===== config.mk =====
export PLATFORM = sky130hd
export DESIGN_NAME = mreq_rr_arbiter
export DESIGN_NICKNAME = d
export VERILOG_FILES = /design/src/rtl/mreq_rr_arbiter.sv
export SDC_FILE = /design/constraint.sdc
export NUM_CORES = 1
export LEC_CHECK = 0
export ABC_AREA = 1
export CAP_MARGIN = 20
export CORE_MARGIN = 2
export CORE_UTILIZATION = 37
export CTS_BUF_LIST = sky130_fd_sc_hd__clkbuf_2
export DETAILED_ROUTE_END_ITERATION = 8
export GPL_ROUTABILITY_DRIVEN = 0
export MAX_ROUTING_LAYER = met4
export PLACE_DENSITY = 0.88
export SLEW_MARGIN = 15
export SYNTH_ARGS = -nofsm -noshare
export SYNTH_HDL_FRONTEND = slang
export SYNTH_SLANG_ARGS = --single-unit

===== constraint.sdc =====
create_clock -name clk -period 1.59 [get_ports clk]
set_input_delay 0.2385 -clock clk [delete_from_list [all_inputs] [get_ports clk]]
set_output_delay 0.2385 -clock clk [all_outputs]
set_load 0.02 [all_outputs]

===== src/rtl/mreq_rr_arbiter.sv =====
// Multi-channel memory-request arbiter: round-robin or fixed-priority selection
// into a one-entry registered output stage with same-cycle refill.
module mreq_rr_arbiter #(
    parameter int NREQ      = 3,
    parameter int IBITS     = 4,
    parameter int AW        = 32,
    parameter int CW        = 8,
    parameter int PRIO_MODE = 0
) (
    input  logic                 clk,
    input  logic                 rst,
    input  logic [NREQ-1:0]      i_mreqs_valid,
    output logic [NREQ-1:0]      o_mreqs_ready,
    input  logic [NREQ-1:0]      i_mreqs_wr,
    input  logic [NREQ-1:0]      i_mreqs_aincr,
    input  logic [2*NREQ-1:0]    i_mreqs_wsize,
    input  logic [CW*NREQ-1:0]   i_mreqs_wcount,
    input  logic [AW*NREQ-1:0]   i_mreqs_addr,
    output logic                 o_mreq_valid,
    input  logic                 i_mreq_ready,
    output logic                 o_mreq_wr,
    output logic                 o_mreq_aincr,
    output logic [1:0]           o_mreq_wsize,
    output logic [CW-1:0]        o_mreq_wcount,
    output logic [AW-1:0]        o_mreq_addr,
    output logic [IBITS-1:0]     o_mreq_sel
);

    logic             r_valid;
    logic             r_wr;
    logic             r_aincr;
    logic [1:0]       r_wsize;
    logic [CW-1:0]    r_wcount;
    logic [AW-1:0]    r_addr;
    logic [IBITS-1:0] r_sel;
    logic [IBITS-1:0] r_last;

    logic             w_space;
    logic             w_any;
    logic             w_hi_found;
    logic             w_grant;
    logic [IBITS-1:0] w_lo_idx;
    logic [IBITS-1:0] w_hi_idx;
    logic [IBITS-1:0] w_win;
    logic             w_wr;
    logic             w_aincr;
    logic [1:0]       w_wsize;
    logic [CW-1:0]    w_wcount;
    logic [AW-1:0]    w_addr;

    assign w_space = !r_valid || i_mreq_ready;

    // Rotating search split into two scans: lowest valid index above last,
    // else lowest valid overall. This wraps cleanly for any NREQ.
    always_comb begin
        w_any      = 1'b0;
        w_hi_found = 1'b0;
        w_lo_idx   = '0;
        w_hi_idx   = '0;
        for (int unsigned j = 0; j < NREQ; j++) begin
            if (i_mreqs_valid[j]) begin
                if (!w_any)
                    w_lo_idx = IBITS'(j);
                if (!w_hi_found && (IBITS'(j) > r_last)) begin
                    w_hi_idx   = IBITS'(j);
                    w_hi_found = 1'b1;
                end
                w_any = 1'b1;
            end
        end

        if (PRIO_MODE != 0)
            w_win = w_lo_idx;
        else
            w_win = w_hi_found ? w_hi_idx : w_lo_idx;

        w_grant = w_any && w_space && !rst;

        o_mreqs_ready = '0;
        w_wr          = 1'b0;
        w_aincr       = 1'b0;
        w_wsize       = '0;
        w_wcount      = '0;
        w_addr        = '0;
        for (int unsigned j = 0; j < NREQ; j++) begin
            if (IBITS'(j) == w_win) begin
                o_mreqs_ready[j] = w_grant;
                w_wr             = i_mreqs_wr[j];
                w_aincr          = i_mreqs_aincr[j];
                w_wsize          = i_mreqs_wsize[2*j +: 2];
                w_wcount         = i_mreqs_wcount[CW*j +: CW];
                w_addr           = i_mreqs_addr[AW*j +: AW];
            end
        end
    end

    always_ff @(posedge clk) begin
        if (rst) begin
            r_valid  <= 1'b0;
            r_wr     <= 1'b0;
            r_aincr  <= 1'b0;
            r_wsize  <= '0;
            r_wcount <= '0;
            r_addr   <= '0;
            r_sel    <= '0;
            r_last   <= IBITS'(NREQ - 1);
        end else if (w_grant) begin
            r_valid  <= 1'b1;
            r_wr     <= w_wr;
            r_aincr  <= w_aincr;
            r_wsize  <= w_wsize;
            r_wcount <= w_wcount;
            r_addr   <= w_addr;
            r_sel    <= w_win;
            r_last   <= w_win;
        end else if (i_mreq_ready) begin
            r_valid  <= 1'b0;
        end
    end

    assign o_mreq_valid  = r_valid;
    assign o_mreq_wr     = r_wr;
    assign o_mreq_aincr  = r_aincr;
    assign o_mreq_wsize  = r_wsize;
    assign o_mreq_wcount = r_wcount;
    assign o_mreq_addr   = r_addr;
    assign o_mreq_sel    = r_sel;

endmodule


# Yosys cells after proc, flatten, opt, wreduce, memory -nomap -nowiden
# Cells that the tools add are included.
# classes
n_div	0
order_cmp	3
bitwise_logic	0
multipliers	0
muxes	38
n_reduce_logical	11
add_sub_neg	0
eq_ne	2
shift	0
# op_table
operator	n
two-way mux 32 bit	3
two-way mux 1 bit	24
two-way mux 8 bit	3
two-way mux 4 bit	5
greater-than comparator 1 x 4 -> 1 bit (first input constant)	2
two-way mux 2 bit	3
== test 1 x 4 -> 1 bit (first input constant)	1
== test 2 x 4 -> 1 bit (first input constant)	1
greater-than comparator 2 x 4 -> 1 bit (first input constant)	1
logical AND 1 bit	4
logical NOT 1 bit	4
logical NOT 4 bit	1
nonzero test 2 bit	1
logical OR 1 bit	1
# totals
elab_cells	62
latch_bits	0
output_inout_bits	52
input_bits	138
mem_count	0
rom_bits	0
ramBits	0
reg_bits	53

# Longest topological paths before layout
# Gate-level depths: netlist of the first run.
# logic_depth
ltp_word	16
ltp_mapped	9
depth_no_buf	8

# Worst setup path after synthesis of the first run
# Ideal clock, no wire load.
# synth_timing
path_kind	register -> output
from	register r_valid (netlist: o_mreq_valid)
to	output port o_mreqs_ready[0]
arrival_ns	1.419
stages_incl_launch_ff	8
required_time_ns	1.351
path_slack_ns	-0.068
path_buffers	2
cell_sequence	dfxtp_1 inv_1 nor2_1 nor2_1 nand2_2 buf_4 buf_2 nor3_1
# synth_between
elab_chain_cells	5
# synth_lines
element	line_no	text
start: declaration	29	logic r_valid;
start signal: assignment	99	r_valid <= 1'b0;
start signal: assignment	108	r_valid <= 1'b1;
start signal: assignment	117	r_valid <= 1'b0;
logical NOT 1 bit	51	assign w_space = !r_valid || i_mreq_ready;
logical OR 1 bit	51	
logical AND 1 bit (2 in a row)	77	w_grant = w_any && w_space && !rst;
two-way mux 1 bit	86	if (IBITS'(j) == w_win) begin
end: declaration	13	output logic [NREQ-1:0] o_mreqs_ready,
# No other way between the ends.

# Worst setup path in the final report of the first run
# layout_timing
from	register r_last[1]
to	output port o_mreqs_ready[0]
# layout_between
elab_chain_cells	14
word_cells_on_any_way	20
cone_classes	3 x order compare; 12 x mux; 5 x reduce/logical
# layout_lines
element	line_no	text
start: declaration	36	logic [IBITS-1:0] r_last;
start signal: assignment	106	r_last <= IBITS'(NREQ - 1);
start signal: assignment	115	r_last <= w_win;
greater-than comparator 1 x 4 -> 1 bit	64	if (!w_hi_found && (IBITS'(j) > r_last)) begin
two-way mux 1 bit	64	
two-way mux 1 bit	61	if (i_mreqs_valid[j]) begin
logical NOT 1 bit	64	
logical AND 1 bit	64	
two-way mux 1 bit	64	
two-way mux 1 bit	61	
logical NOT 1 bit	64	
logical AND 1 bit	64	
two-way mux 4 bit or two-way mux 1 bit (tied branches)	64	
two-way mux 4 bit or two-way mux 1 bit (tied branches)	61	
two-way mux 4 bit *	75	w_win = w_hi_found ? w_hi_idx : w_lo_idx;
logical NOT 4 bit *	86	
two-way mux 1 bit *	86	
# Every way passes the cells marked *; elsewhere a longest branch is shown, timed or not.

==> metrics.md, run 1 <==
| Metric | Value |
|---|---|
| Status | finished with violations |
| Violated checks | setup timing |
| CP Class | reg2out |
| Top cells by count, synth | 141 x nand2_1, 91 x a21oi_1, 88 x nand3_1 |
| Asr flop ratio synth | 0% |
| Area of the core | about 7600 um^2 |
| Setup crit end kind | output pin |
| Worst path arrival time | 1.47 ns |
| Fin area | around 4900 um^2 |
| Layout cells sized above 1 | under 10% |
| M3 GR Usage | around 7% |
| Clock skew | approximately 0.013 ns |
| Share of the synthesized area in the top cell type | 33.2% |
| Cells after Synth | approximately 480 |
| Max IR drop VDD | between 300 and 400 uV |
| Crit-path cells | inv_2 > nand2_2 > nand2_4 > nand2_4 > nor3_2 > buf_4 |
| Worst Hold Class | in2reg |
| # port buffers | around 190 |
| Ys Warns | 0 |
| Final min period | 1.71 ns |
| Most crowded layer after global routing | met2 |
| Synth area leader | dfxtp_1 |
| Later-pin clock latency in the skew report | about 0.4 ns |
| Top cells by area in the synthesized netlist | dfxtp_1 33%, nand2_1 18%, a21oi_1 16% |
| Fmax | a little under 0.6 GHz |
| Power per Cell Area | about 660 nW/um^2 |
| Final WS setup | -0.118 ns |
| Vias/cell | between 4 and 5 |
| Drt drc | 0 |
| Final worst-path cycle share | 107% |
| H-tree depth | 2 |
| Gr ovfl total | 0 |
| Met1 GRT Util | between 20 and 25% |
| Cells on worst reg2reg path | 9 |
| Crit-path max cell delay | 0.41 ns |
| Leak | between 0.002 and 0.0025 uW |
| CTS Buffer Depth | 2 |
| Detailed Route WL | ~10000 um |
| Drt first pass iters | 4 |
| RSZ-0062 raised after global routing | yes |
| Max_cap viols | 0 |
| Antenna fix cells | 0 |
| Final setup viols | 3 |
| Chip Width | 92.4 um |
| Hold_buf cts | 0 |
| Slowest cell on crit path | dfxtp_4 |
| Overall power | about 3300 uW |
| Fill cells | 687 |
| Top-Level Pins | 190 |
| Synthesized cell area | ~2900 um^2 |
| Most frequent cell after synthesis | nand2_1 |
| CTS tree | done |
| Root Driver | clkbuf_2 |
| First-pass GRT wire length | ~15000 um |
| Startpoint types | flop |
| Placement Rows | 32 |
| Die area | between 8000 and 9000 um^2 |
| Register area share after synthesis | 33.2% |
| CTS buffer count | 5 |
| Area growth from synthesis to layout | 70.5% |
| Critical path's most frequent cell | nand2_4 |
| Vias | 3751 |
| CP required | 1.35 ns |
| Met2 usage | around two fifths |
| Syn_area_per_cell | 6.08 um^2 |
| Antenna viol nets, final | 0 |
| Initial Utilization | a little under two fifths |
| CP max FO | 3 |
| Via count of the first global-routing pass | ~3500 |
| Worst Hold Path Cells | 7 |
| Yosys reg bits | 48 |
| Final Hold Fails | 0 |
| Post-DP HPWL | between 7000 and 8000 um |
| Post-synth EDFFs | 0 |
| Netlist cell types | 19 |
| Clock transition at path regs | approximately 0.22 ns |
| Clock sink count | 48 |
| Final layout net count | approximately 800 |
| Final Max Tran Viols | 0 |
| Wire per inst | approximately 13 um |
| Initial antenna violation count | 0 |
| Initial DRC count | between 100 and 150 |
| Placed Area | ~4800 um^2 |
| Die Ht | around 92 um |
| Most common flop cell mapped by yosys | dfxtp_1 |
| Global Route Usage Sum | around 23% |
| Maximum number of pins on one net before global-route repair | 51 |
[kinds of logic after synthesis]
family	after synthesis	share of synthesized area (%)
and+or+nand+nor	239	35.6
AOI/OAI and AO/OA	94	16.3
DFF	48	33.2
buffers and inverters	93	14.7
other	1	0.130
[critical path, delay by kind of cell (launching register included)]
family,cells,cell delay (ns)
buffers and inverters,2,0.25
DFF,1,0.41
and+or+nand+nor,4,0.41
[worst paths after layout]
| kind | from | to | slack [ns] |
|---|---|---|---|
| worst min register to register | o_mreq_addr[24]$_SDFFE_PP0N_ | o_mreq_addr[24]$_SDFFE_PP0N_ | 0.48 |
| worst max-delay path | r_last[1]$_SDFFE_PP1N_ | o_mreqs_ready[0] | -0.12 |
| worst min-delay path | rst | r_last[1]$_SDFFE_PP1N_ | 0.38 |
| worst max register to register | r_last[1]$_SDFFE_PP1N_ | o_mreq_aincr$_SDFFE_PP0N_ | 0.02 |
[power breakdown]
group	switching, uW	internal (uW)	total (uW)	leakage (uW)
sequential	50.9	1310	1360	0.000395
combinational	727	694	1420	0.00196
clock	368	118	486	0.0000306
[layout make-up]
class | count | area, um^2 | share of cell area [%]
flip-flops and latches | 48 | 967 | 19.6
clock inverters | 1 | 3.75 | 0.0762
clock buffers | 7 | 35.0 | 0.711
multi-input cells | 335 | 1550 | 31.5
well taps | 102 | 128 | 2.59
repair buffers | 211 | 2040 | 41.4
inverters | 54 | 203 | 4.11
[through the flow]
stage	hold WS (ns)	util (%)	setup slack (ns)	std cells	TNS [ns]
after floorplan	0.472	-	0.0406	476	0
after global placement	0.451	63.1	-0.503	743	-16.72
after detailed placement	0.455	63.1	-0.559	743	-21.60
after CTS	0.344	63.4	-0.101	753	-0.223
after global routing	0.374	64.4	-0.253	758	-2.95
final	0.376	64.4	-0.118	758	-0.176
[what timing repair did]
| action | in CTS | in global routing |
|---|---|---|
| endpoints found under the setup margin | 86 | 48 |
| resized for setup | 78 | 17 |
| buffers inserted | 2 | 5 |
| pin swaps | 4 | 8 |
| gates cloned | 0 | 0 |
[flip-flops by register name (all words and copies together) (netlist names)]
register,cells
o_mreq_sel,2
o_mreq_aincr,1
o_mreq_valid,1
o_mreq_addr,32
o_mreq_wcount,8
o_mreq_wr,1
o_mreq_wsize,2
r_last,1
[cell usage in the layout, fill, tap and decap left out, drive strengths merged]
| cell type | n |
|---|---|
| conb | 2 |
| nand3 | 89 |
| dfxtp | 48 |
| nor3 | 1 |
| o21ai | 3 |
| dlygate4sd2 | 47 |
| nand2 | 144 |
| inv | 54 |
| clkbuf | 7 |
| clkinv | 1 |
| buf | 29 |
| clkdlybuf4s50 | 135 |
| a21oi | 91 |
| nor2 | 5 |
[routing by layer]
layer / up-vias / part of all wire [%] / wire [um]
met1: 1671 / 37 / 3820
li1: 1881 / - / -
met4: 0 / 3.2 / 326
met3: 30 / 10 / 1030
met5: - / 0 / 0
met2: 169 / 49 / 5040
No activity file was read; power rests on OpenSTA's default activity.
==> run 2, diff against run 1 <==
--- a/config.mk
+++ b/config.mk
@@ -7,13 +7,15 @@
 export LEC_CHECK = 0
 export ABC_AREA = 1
 export CAP_MARGIN = 20
-export CORE_MARGIN = 2
+export CORE_MARGIN = 8
 export CORE_UTILIZATION = 37
 export CTS_BUF_LIST = sky130_fd_sc_hd__clkbuf_2
+export CTS_CLUSTER_DIAMETER = 150
 export DETAILED_ROUTE_END_ITERATION = 8
 export GPL_ROUTABILITY_DRIVEN = 0
 export MAX_ROUTING_LAYER = met4
 export PLACE_DENSITY = 0.88
+export SKIP_LAST_GASP = 1
 export SLEW_MARGIN = 15
 export SYNTH_ARGS = -nofsm -noshare
 export SYNTH_HDL_FRONTEND = slang
==> metrics.md, run 2 (synthesis results as in run 1) <==
| Metric | Value |
|---|---|
| First-pass GRT wire length | 18600 um (+21%) |
| Max_cap viols | 0 (unchanged) |
| Drt first pass iters | 5 (+1) |
| Commonest non-fill, non-tap cell in the layout | nand2_1 |
| Overall power | 3440 uW (+5.3%) |
| RSZ-0062 raised after global routing | yes |
| Maximum number of pins on one net before global-route repair | 48 (-5.9%) |
| Final worst-path cycle share | 105% (-2.8 points) |
| Initial Utilization | 37.8% (unchanged) |
| Status | finished with violations |
| Actual transition at the worst max-transition pin | between 0.5 and 0.6 ns |
| Number of flip-flops under the largest register name | 32 (unchanged) |
| Headroom to the max-slew limit | 63.4% |
| Clock sink count | 48 (unchanged) |
| Worst path arrival time | 1.43 ns (-0.04 ns) |
| Global Route Usage Sum | 20.9% (-1.7 points) |
| Setup crit end kind | output pin |
| CTS Buffer Depth | 2 (unchanged) |
| Area growth from synthesis to layout | 80.6% |
| Final min period | 1.66 ns (-0.0441 ns) |
| CP Class | reg2out |
| Detailed Route WL | 12300 um (+20%) |
| Initial DRC count | 182 (+53%) |
| CTS buffer count | 5 (unchanged) |
| Root Driver | clkbuf_2 |
| Wire per inst | 16.1 um (+19%) |
| Clock transition at path regs | 0.21 ns (about the same) |
| Final layout net count | 799 (+0.76%) |
| Area of the core | 7650 um^2 (unchanged) |
| Antenna viol nets, final | 0 (unchanged) |
| Placement Rows | 32 (unchanged) |
| Final WS setup | -0.0738 ns (+0.0441 ns) |
| Post-DP HPWL | 8280 um (+12%) |
| Antenna fix cells | 0 (unchanged) |
| Fill cells | 648 (-5.7%) |
| Top-Level Pins | 190 (unchanged) |
| H-tree depth | 2 (unchanged) |
| Via count of the first global-routing pass | 3852 (+11%) |
| CTS tree | done |
| Fin area | 5220 um^2 (+5.9%) |
| Commonest cells after routing, fill and taps aside | 137 x nand2_1, 135 x clkdlybuf4s50_1, 88 x nand3_1 |
| Vias/cell | 5.00 (+1.0%) |
| Clock skew | 0.0111 ns (-0.00182 ns) |
| CP max FO | 5 (+2) |
| Fmax | 0.601 GHz (+2.6%) |
| CP required | 1.35 ns (about the same) |
| Gr ovfl total | 0 (unchanged) |
| Layout cells sized above 1 | 13.3% (+4.0 points) |
| Startpoint types | flop |
| Drt drc | 0 (unchanged) |
| WHS | 0.335 ns (-0.0413 ns) |
| # port buffers | 187 (unchanged) |
| Chip Width | 104 um (+13%) |
| Max IR drop VDD | 375 uV (-1.1%) |
| Hold_buf cts | 0 (unchanged) |
| Post-Place Setup Slack | -0.557 ns (+0.00177 ns) |
| Final Hold Fails | 0 (unchanged) |
| Vias | 3820 (+1.8%) |
| Initial antenna violation count | 0 (unchanged) |
| Die Ht | 104 um (+13%) |
| Leak | 0.00249 uW (+4.4%) |
| Die area | 10900 um^2 (+28%) |
| Violated checks | setup timing |
| Final Max Tran Viols | 0 (unchanged) |
| Later-pin clock latency in the skew report | 0.40 ns (about the same) |
| Power per Cell Area | 660 nW/um^2 (-0.51%) |
| Worst Hold Class | in2reg |
| Final setup viols | 7 (+4) |
| Placed Area | 4800 um^2 (-0.57%) |
run 2: per-stage QoR:
stage,std cells,utilization [%],TNS [ns]
detailed placement,741,62.7,-19.17
floorplan,476,-,0
finish,764,68.2,-0.184
global placement,741,62.7,-15.61
CTS,756,64.0,-0.249
global route,764,68.2,-1.61
run 2: critical path, cell delays in order (launching register included):
cell	delay, ns
dfxtp_2	0.38
inv_2	0.04
nor2_2	0.03
nor2_1	0.14
nand2_2	0.12
inv_1	0.10
nand2_2	0.06
inv_2	0.05
buf_6	0.11
run 2: timing repair:
action | in CTS | in global routing
endpoints found under the hold margin | 0 | 0
pin swaps | 3 | 5
setup buffers | 5 | 4
gates resized for setup | 78 | 50
setup endpoints to repair | 67 | 50
cloned | 2 | 4
run 2: power breakdown:
group | switching [uW] | internal (uW) | total (uW)
clock | 370 | 118 | 488
sequential | 50.8 | 1310 | 1360
combinational | 805 | 788 | 1590
run 2: path summary, 6_finish.rpt:
check,start,endpoint,slack [ns],cells past startpoint
setup / recovery,o_mreq_valid$_SDFFE_PP0P_,o_mreqs_ready[2],-0.07,8
hold / removal,i_mreqs_valid[1],o_mreq_valid$_SDFFE_PP0P_,0.34,5
setup reg to reg,o_mreq_valid$_SDFFE_PP0P_,o_mreq_wcount[6]$_SDFFE_PP0N_,0,10
hold reg to reg,o_mreq_addr[24]$_SDFFE_PP0N_,o_mreq_addr[24]$_SDFFE_PP0N_,0.48,2
run 2: routing by layer:
metal | global-route usage (%) | part of all wire (%) | up-vias
met5 | - | 0 | -
met4 | 4.03 | 1.0 | 0
met3 | 5.64 | 7.7 | 11
met2 | 37.4 | 50 | 171
met1 | 22.6 | 41 | 1744
li1 | - | - | 1894
run 2: cell type report:
cell class / instances / area, um^2 / share of cell area (%)
timing repair buffer: 217 / 2240 / 42.9
multi-input combinational: 335 / 1640 / 31.3
sequential: 48 / 965 / 18.5
inverter: 54 / 215 / 4.12
tap: 102 / 128 / 2.45
clock buffer: 7 / 35.0 / 0.671
clock inverter: 1 / 3.75 / 0.0719
